===== config.mk =====
export PLATFORM = sky130hd
export DESIGN_NAME = hash_control_unit_flat
export DESIGN_NICKNAME = d
export VERILOG_FILES = /design/src/rtl/hash_control_unit_if.sv /design/src/rtl/hash_control_unit.sv /design/src/flat_wrapper.sv
export SDC_FILE = /design/constraint.sdc
export NUM_CORES = 1
export LEC_CHECK = 0
export CAP_MARGIN = 20
export CELL_PAD_IN_SITES_DETAIL_PLACEMENT = 0
export CELL_PAD_IN_SITES_GLOBAL_PLACEMENT = 1
export CORE_MARGIN = 10
export CORE_UTILIZATION = 34
export DETAILED_ROUTE_END_ITERATION = 7
export PLACE_DENSITY = 0.83
export SETUP_SLACK_MARGIN = 0.1
export SLEW_MARGIN = 20
export SYNTH_ARGS = -nofsm -noshare
export SYNTH_HDL_FRONTEND = slang
export SYNTH_SLANG_ARGS = --single-unit
export TNS_END_PERCENT = 1

===== constraint.sdc =====
create_clock -name clock -period 2.6 [get_ports clock]
set_input_delay 0.78 -clock clock [delete_from_list [all_inputs] [get_ports clock]]
set_output_delay 0.78 -clock clock [all_outputs]
set_load 0.1 [all_outputs]

===== src/rtl/hash_control_unit_if.sv =====
// Byte-stream handshake plus datapath control strobes of the hash control unit.
// master: the control unit; slave: the byte source, host and datapath side.
interface hash_control_unit_if;
  localparam int unsigned DATA_W = 8;
  localparam int unsigned RI_W   = 3;

  logic              start;
  logic [DATA_W-1:0] in_data;
  logic              in_valid;
  logic              in_last;
  logic              in_ready;
  logic              case_R_c_zero;
  logic              hash_start;
  logic [DATA_W-1:0] B;
  logic              validate_input;
  logic              switch_operation;
  logic              validate_R_h;
  logic [RI_W-1:0]   R_i;
  logic              busy;
  logic              digest_valid;
  logic              error;

  modport master (
    input  start, in_data, in_valid, in_last, case_R_c_zero,
    output in_ready, hash_start, B, validate_input, switch_operation,
           validate_R_h, R_i, busy, digest_valid, error
  );

  modport slave (
    output start, in_data, in_valid, in_last, case_R_c_zero,
    input  in_ready, hash_start, B, validate_input, switch_operation,
           validate_R_h, R_i, busy, digest_valid, error
  );
endinterface


===== src/rtl/hash_control_unit.sv =====
// Control FSM sequencing one load plus ROUNDS digest rounds per byte, then
// ROUNDS finalization rounds, for the byte-hash datapath.
module hash_control_unit #(
  parameter int unsigned ROUNDS = 8
) (
  input  logic                 clock,
  input  logic                 rstn,
  hash_control_unit_if.master  bus
);
  localparam int unsigned DATA_W = 8;
  localparam int unsigned RI_W   = 3;
  localparam logic [RI_W-1:0] LAST_RND = RI_W'(ROUNDS - 1);

  typedef enum logic [2:0] {
    S_IDLE, S_INIT, S_WAIT, S_LOAD, S_ROUND, S_FIN, S_DONE
  } state_e;

  state_e            state_q, state_d;
  logic [DATA_W-1:0] byte_q, byte_d;
  logic              last_q, last_d;
  logic [RI_W-1:0]   cnt_q, cnt_d;
  logic              err_q, err_d;

  logic              rdy_q, rdy_d;
  logic              hs_q, hs_d;
  logic [DATA_W-1:0] b_q, b_d;
  logic              vi_q, vi_d;
  logic              so_q, so_d;
  logic              vrh_q, vrh_d;
  logic [RI_W-1:0]   ri_q, ri_d;
  logic              busy_q, busy_d;
  logic              dv_q, dv_d;

  // State, working registers and output registers.
  always_ff @(posedge clock or negedge rstn) begin
    if (!rstn) begin
      state_q <= S_IDLE;
      byte_q  <= '0;
      last_q  <= 1'b0;
      cnt_q   <= '0;
      err_q   <= 1'b0;
      rdy_q   <= 1'b0;
      hs_q    <= 1'b0;
      b_q     <= '0;
      vi_q    <= 1'b0;
      so_q    <= 1'b0;
      vrh_q   <= 1'b0;
      ri_q    <= '0;
      busy_q  <= 1'b0;
      dv_q    <= 1'b0;
    end else begin
      state_q <= state_d;
      byte_q  <= byte_d;
      last_q  <= last_d;
      cnt_q   <= cnt_d;
      err_q   <= err_d;
      rdy_q   <= rdy_d;
      hs_q    <= hs_d;
      b_q     <= b_d;
      vi_q    <= vi_d;
      so_q    <= so_d;
      vrh_q   <= vrh_d;
      ri_q    <= ri_d;
      busy_q  <= busy_d;
      dv_q    <= dv_d;
    end
  end

  // Next state, then outputs decoded from the next state so they register
  // in step with the state they belong to.
  always_comb begin
    state_d = state_q;
    byte_d  = byte_q;
    last_d  = last_q;
    cnt_d   = cnt_q;
    err_d   = err_q;

    unique case (state_q)
      S_IDLE: begin
        if (bus.start) begin
          err_d   = 1'b0;
          state_d = S_INIT;
        end
      end
      S_INIT: state_d = S_WAIT;
      S_WAIT: begin
        if (bus.in_valid) begin
          if (bus.case_R_c_zero) begin
            byte_d  = bus.in_data;
            last_d  = bus.in_last;
            state_d = S_LOAD;
          end else begin
            // Datapath byte counter saturated: drop the byte and end the message.
            err_d   = 1'b1;
            state_d = S_DONE;
          end
        end
      end
      S_LOAD: begin
        cnt_d   = '0;
        state_d = S_ROUND;
      end
      S_ROUND: begin
        if (cnt_q == LAST_RND) begin
          cnt_d   = '0;
          state_d = last_q ? S_FIN : S_WAIT;
        end else begin
          cnt_d = cnt_q + RI_W'(1);
        end
      end
      S_FIN: begin
        if (cnt_q == LAST_RND) begin
          cnt_d   = '0;
          state_d = S_DONE;
        end else begin
          cnt_d = cnt_q + RI_W'(1);
        end
      end
      S_DONE:  state_d = S_IDLE;
      default: state_d = S_IDLE;
    endcase

    rdy_d  = (state_d == S_WAIT);
    hs_d   = (state_d == S_INIT);
    vi_d   = (state_d == S_LOAD);
    b_d    = (state_d == S_LOAD) ? byte_d : b_q;
    so_d   = (state_d == S_FIN);
    vrh_d  = (state_d == S_ROUND) || (state_d == S_FIN);
    ri_d   = vrh_d ? cnt_d : '0;
    busy_d = (state_d != S_IDLE);
    dv_d   = (state_d == S_DONE);
  end

  assign bus.in_ready         = rdy_q;
  assign bus.hash_start       = hs_q;
  assign bus.B                = b_q;
  assign bus.validate_input   = vi_q;
  assign bus.switch_operation = so_q;
  assign bus.validate_R_h     = vrh_q;
  assign bus.R_i              = ri_q;
  assign bus.busy             = busy_q;
  assign bus.digest_valid     = dv_q;
  assign bus.error            = err_q;
endmodule


===== src/flat_wrapper.sv =====
// flat-port wrapper written by rule: the top's interface ports become plain ports
module hash_control_unit_flat 
#(
  parameter int unsigned ROUNDS = 8
)
  (clock, rstn, bus_start, bus_in_data, bus_in_valid, bus_in_last, bus_case_R_c_zero, bus_in_ready, bus_hash_start, bus_B, bus_validate_input, bus_switch_operation, bus_validate_R_h, bus_R_i, bus_busy, bus_digest_valid, bus_error);
  hash_control_unit_if bus_i ();
  input  logic clock;
  input  logic rstn;
  input wire logic [$bits(bus_i.start)-1:0] bus_start;
  input wire logic [$bits(bus_i.in_data)-1:0] bus_in_data;
  input wire logic [$bits(bus_i.in_valid)-1:0] bus_in_valid;
  input wire logic [$bits(bus_i.in_last)-1:0] bus_in_last;
  input wire logic [$bits(bus_i.case_R_c_zero)-1:0] bus_case_R_c_zero;
  output wire logic [$bits(bus_i.in_ready)-1:0] bus_in_ready;
  output wire logic [$bits(bus_i.hash_start)-1:0] bus_hash_start;
  output wire logic [$bits(bus_i.B)-1:0] bus_B;
  output wire logic [$bits(bus_i.validate_input)-1:0] bus_validate_input;
  output wire logic [$bits(bus_i.switch_operation)-1:0] bus_switch_operation;
  output wire logic [$bits(bus_i.validate_R_h)-1:0] bus_validate_R_h;
  output wire logic [$bits(bus_i.R_i)-1:0] bus_R_i;
  output wire logic [$bits(bus_i.busy)-1:0] bus_busy;
  output wire logic [$bits(bus_i.digest_valid)-1:0] bus_digest_valid;
  output wire logic [$bits(bus_i.error)-1:0] bus_error;
  assign bus_i.start = bus_start;
  assign bus_i.in_data = bus_in_data;
  assign bus_i.in_valid = bus_in_valid;
  assign bus_i.in_last = bus_in_last;
  assign bus_i.case_R_c_zero = bus_case_R_c_zero;
  assign bus_in_ready = bus_i.in_ready;
  assign bus_hash_start = bus_i.hash_start;
  assign bus_B = bus_i.B;
  assign bus_validate_input = bus_i.validate_input;
  assign bus_switch_operation = bus_i.switch_operation;
  assign bus_validate_R_h = bus_i.validate_R_h;
  assign bus_R_i = bus_i.R_i;
  assign bus_busy = bus_i.busy;
  assign bus_digest_valid = bus_i.digest_valid;
  assign bus_error = bus_i.error;
  hash_control_unit #(.ROUNDS(ROUNDS)) u_core (.clock(clock), .rstn(rstn), .bus(bus_i));
endmodule

==> out/metrics.sh <==
STATUS='finished, final reports clean'
HOLD_VIOLATIONS=0
NETLIST_TOP_CELLS_AREA='sky130_fd_sc_hd__dfrtp_1, sky130_fd_sc_hd__nand2_1, sky130_fd_sc_hd__ha_1, sky130_fd_sc_hd__a21oi_1, sky130_fd_sc_hd__inv_1'
POST_SYNTH.CELL_AREA_AVG_UM2=10.6
SYNTH_AREA_UM2=1090
FMAX_MHz=508
FLOORPLAN.DIE.HEIGHT_UM=76.5
DRT_PRE_ANTENNA_ITERS=3
TIMING.FINAL.CRIT_SHARE=0.757
ANTENNA_CELLS_INSERTED=0
CRITICAL_PATH_FANOUT_MAX=4
ROUTED_VIA_DENSITY=4.42
REG2REG_TO='u_core.bus.busy'
POSTROUTEWIRELENGTH_UM=2260
CRITICAL_PATH_REQUIRED_NS=2.81
FINALSETUPTNS_NS=0
HOLD_PATH_STARTPOINT='u_core.bus.B[7]'
SYNTH-EDFF-COUNT=0
FF_TO_FF_SETUP_SLACK_NS=0.64
TIMING.CRITICAL_PATH.FROM_TYPE='primary input'
DRV.MAX_CAP_VIOLATION_COUNT=0
HOLDBUFCOUNTCTS=0
HOLDPATHSTAGES=2
MAX-CLOCK-PATH-BUFFERS=2
IO_PINS=33
DESIGN.FINAL.NETS=155
SYNTH_TOP_FAMILY_BY_AREA='simple AND/OR/NAND/NOR gates'
CTS_SINKS=26
FLOORPLAN.INITIALDENSITY=0.356
TIGHTEST_SLEW_NS=0.368
SYNTH_NETS=119
SYNTHCELLS=102
WIRE_LENGTH_OF_THE_FIRST_GLOBAL_ROUTING_PASS_UM=3990
YS_SEQ_ELEMENTS=26
FP.DIEAREA_UM2=5850
HPWL_REPORTED_AT_THE_END_OF_DETAILED_PLACEMENT_UM=1780
TRITONCTS='built'
GRT_START_MAX_NET_PINS=27
POST_SYNTH_SIMPLE_GATE_AREA=0.241
GRT_UTIL_ALL_LAYERS=0.0804
DETAILED_ROUTE_VIA_COUNT=796
SETUP_VIOL=0
CTS.REPORTEDPATHS.CLKPINSLEW_NS=0.12
FLOORPLAN.DIE.WIDTH_UM=76.5
POST-ROUTE-DRC-COUNT=0
WORSTREGTOREGCELLS=6
YOSYS_WARNINGS=0
CTS_H_TREE_DEPTH=1
LAYOUT-AREA-OVERHEAD-VS-SYNTH_PCT=31.8
FP.COREAREA_UM2=3050
CLKLATENCYLATEPIN_NS=0.31
MAXSLEWHEADROOM=0.754
ROOT_BUFFER='sky130_fd_sc_hd__clkbuf_4'
TRITONCTS.NUM_BUFFERS=3
YS_ASYNC_SR_FRACTION=1.00
POST_SYNTH_NUM_CELL_TYPES=30
POST_CTS.REPAIR.SETUP_BUFFERS=0
SYNTH-XOR-AREA-SHARE=0.00806
POSTCTSRESIZEDCELLS=0
SYNTH-ADDER-AREA-SHARE=0.0346
FINAL_MAX_SLEW_VIOLS=0
ANTENNA_FOUND_INITIAL=0
YS.FLOP_TYPE='sky130_fd_sc_hd__dfrtp_1'
HOLD_PATH_CLASS='register to register'
PORTBUFS=32
SYNTH-COMPOUND-AREA-SHARE=0.0714
GP_CONGESTION=0.774
SKEW_NS=0.00308
SYNTH.TOP_CELL.AREA_SHARE=0.599
SHARE_OF_LAYOUT_CELLS_ABOVE_DRIVE_STRENGTH_1=0.228
FP-ROW-COUNT=20
YS_SEQ_AREA_FRAC=0.599
ANTENNA_LEFT=0
UTILIZATION=0.469
TIMING.FINAL.CRIT_PERIOD_NS=1.97
NETLIST.TOP_CELL.BY_AREA='sky130_fd_sc_hd__dfrtp_1'
SYNTH.MOST_COMMON_CELL='sky130_fd_sc_hd__nand2_1'
NUMBER_OF_GLOBAL_ROUTE_VIAS_BEFORE_REPAIR=860
CRITICAL_PATH_CLASS='primary input to register'
R2R-START='u_core.cnt_q[0]'
CRITICAL_PATH.ENDPOINT_TYPE='register'
HOLDPATHEND='u_core.bus.B[7]'
GLOBALROUTE.TOTALOVERFLOW=0
DETAIL_ROUTE.WL_PER_CELL_UM=12.5
SETUP_REPAIR_AFTER_GLOBAL_ROUTING_MISSED_ITS_MARGIN='false'
FIRST_ITER_VIOLATIONS=35
SYNTHTOPCELLSBYCOUNT='sky130_fd_sc_hd__nand2_1, sky130_fd_sc_hd__dfrtp_1, sky130_fd_sc_hd__inv_1'
CP.ARRIVAL_NS=2.17
SYNTH.MUX.AREA_FRACTION=0
area by class of cell:
class                      instances  area [um^2]
multi-input combinational         66          385
sequential                        26          651
fill                             321         1620
clock buffer                       3         22.5
inverter                           6         22.5
timing repair buffer              35          295
tap                               44         55.1
flip-flops by register name (all words and copies together), names as in the netlist, 3 cells and up:
register and count:
u_core.cnt_q 3, u_core.bus.B 8, u_core.bus.R_i 3, u_core.state_q 3
kinds of logic after synthesis:
logic type,count (synthesis)
buf+inv,10
flops,26
xor+xnor,1
compound gates,12
simple gates,50
fa+ha+maj,3
stage by stage:
step | area, um^2 | worst slack [ns] | hold WS (ns) | std cells
after floorplan | 1090 | 0.801 | 0.473 | 102
final | 1430 | 0.632 | 0.497 | 180
after global routing | 1430 | 0.563 | 0.532 | 180
after global placement | 1410 | 0.330 | 0.463 | 177
after CTS | 1430 | 0.632 | 0.501 | 180
after detailed placement | 1410 | 0.289 | 0.470 | 177
placed cells by master, fill, tap and decap left out, types with 2 or more instances in the layout:
master                             n
sky130_fd_sc_hd__nand2b_1          3
sky130_fd_sc_hd__nor2_1            2
sky130_fd_sc_hd__o211ai_1          2
sky130_fd_sc_hd__inv_1             5
sky130_fd_sc_hd__clkbuf_4          3
sky130_fd_sc_hd__o22ai_1           3
sky130_fd_sc_hd__or2b_1            2
sky130_fd_sc_hd__nand2_1          29
sky130_fd_sc_hd__nor2b_1           3
sky130_fd_sc_hd__a21oi_1           4
sky130_fd_sc_hd__dfrtp_1          26
sky130_fd_sc_hd__clkdlybuf4s50_1  13
sky130_fd_sc_hd__buf_4            22
sky130_fd_sc_hd__ha_1              3
sky130_fd_sc_hd__nor3_1            2
per-layer routing:
metal / up-vias / routed length (um) / track usage
li1: 405 / - / -
met1: 367 / 987 / 0.0838
met3: 2 / 190 / 0.0460
met5: - / 0 / 0
met2: 22 / 1070 / 0.140
met4: 0 / 10 / 0.0112
how the worst max path moves through the flow:
stage	startpoint	endpoint	slack (ns)	cells after the start
finish	bus_in_valid	u_core.bus.busy	0.63	5
global placement	bus_in_valid	u_core.bus.busy	0.33	5
floorplan	u_core.cnt_q[0]	u_core.bus.busy	0.80	6
CTS	u_core.cnt_q[0]	u_core.bus.busy	0.63	6
detailed placement	bus_in_valid	u_core.bus.busy	0.29	5
global route	u_core.cnt_q[0]	u_core.bus.busy	0.56	6
worst max-delay path, stage by stage:
cell,delay (ns)
sky130_fd_sc_hd__clkdlybuf4s50_1,0.45
sky130_fd_sc_hd__nor4bb_1,0.16
sky130_fd_sc_hd__a221oi_1,0.28
sky130_fd_sc_hd__inv_1,0.14
sky130_fd_sc_hd__or3_1,0.36
Power is left out: the tool's default activity adds up to more than one toggle a clock period on the data nets, which glitch-free logic cannot reach.
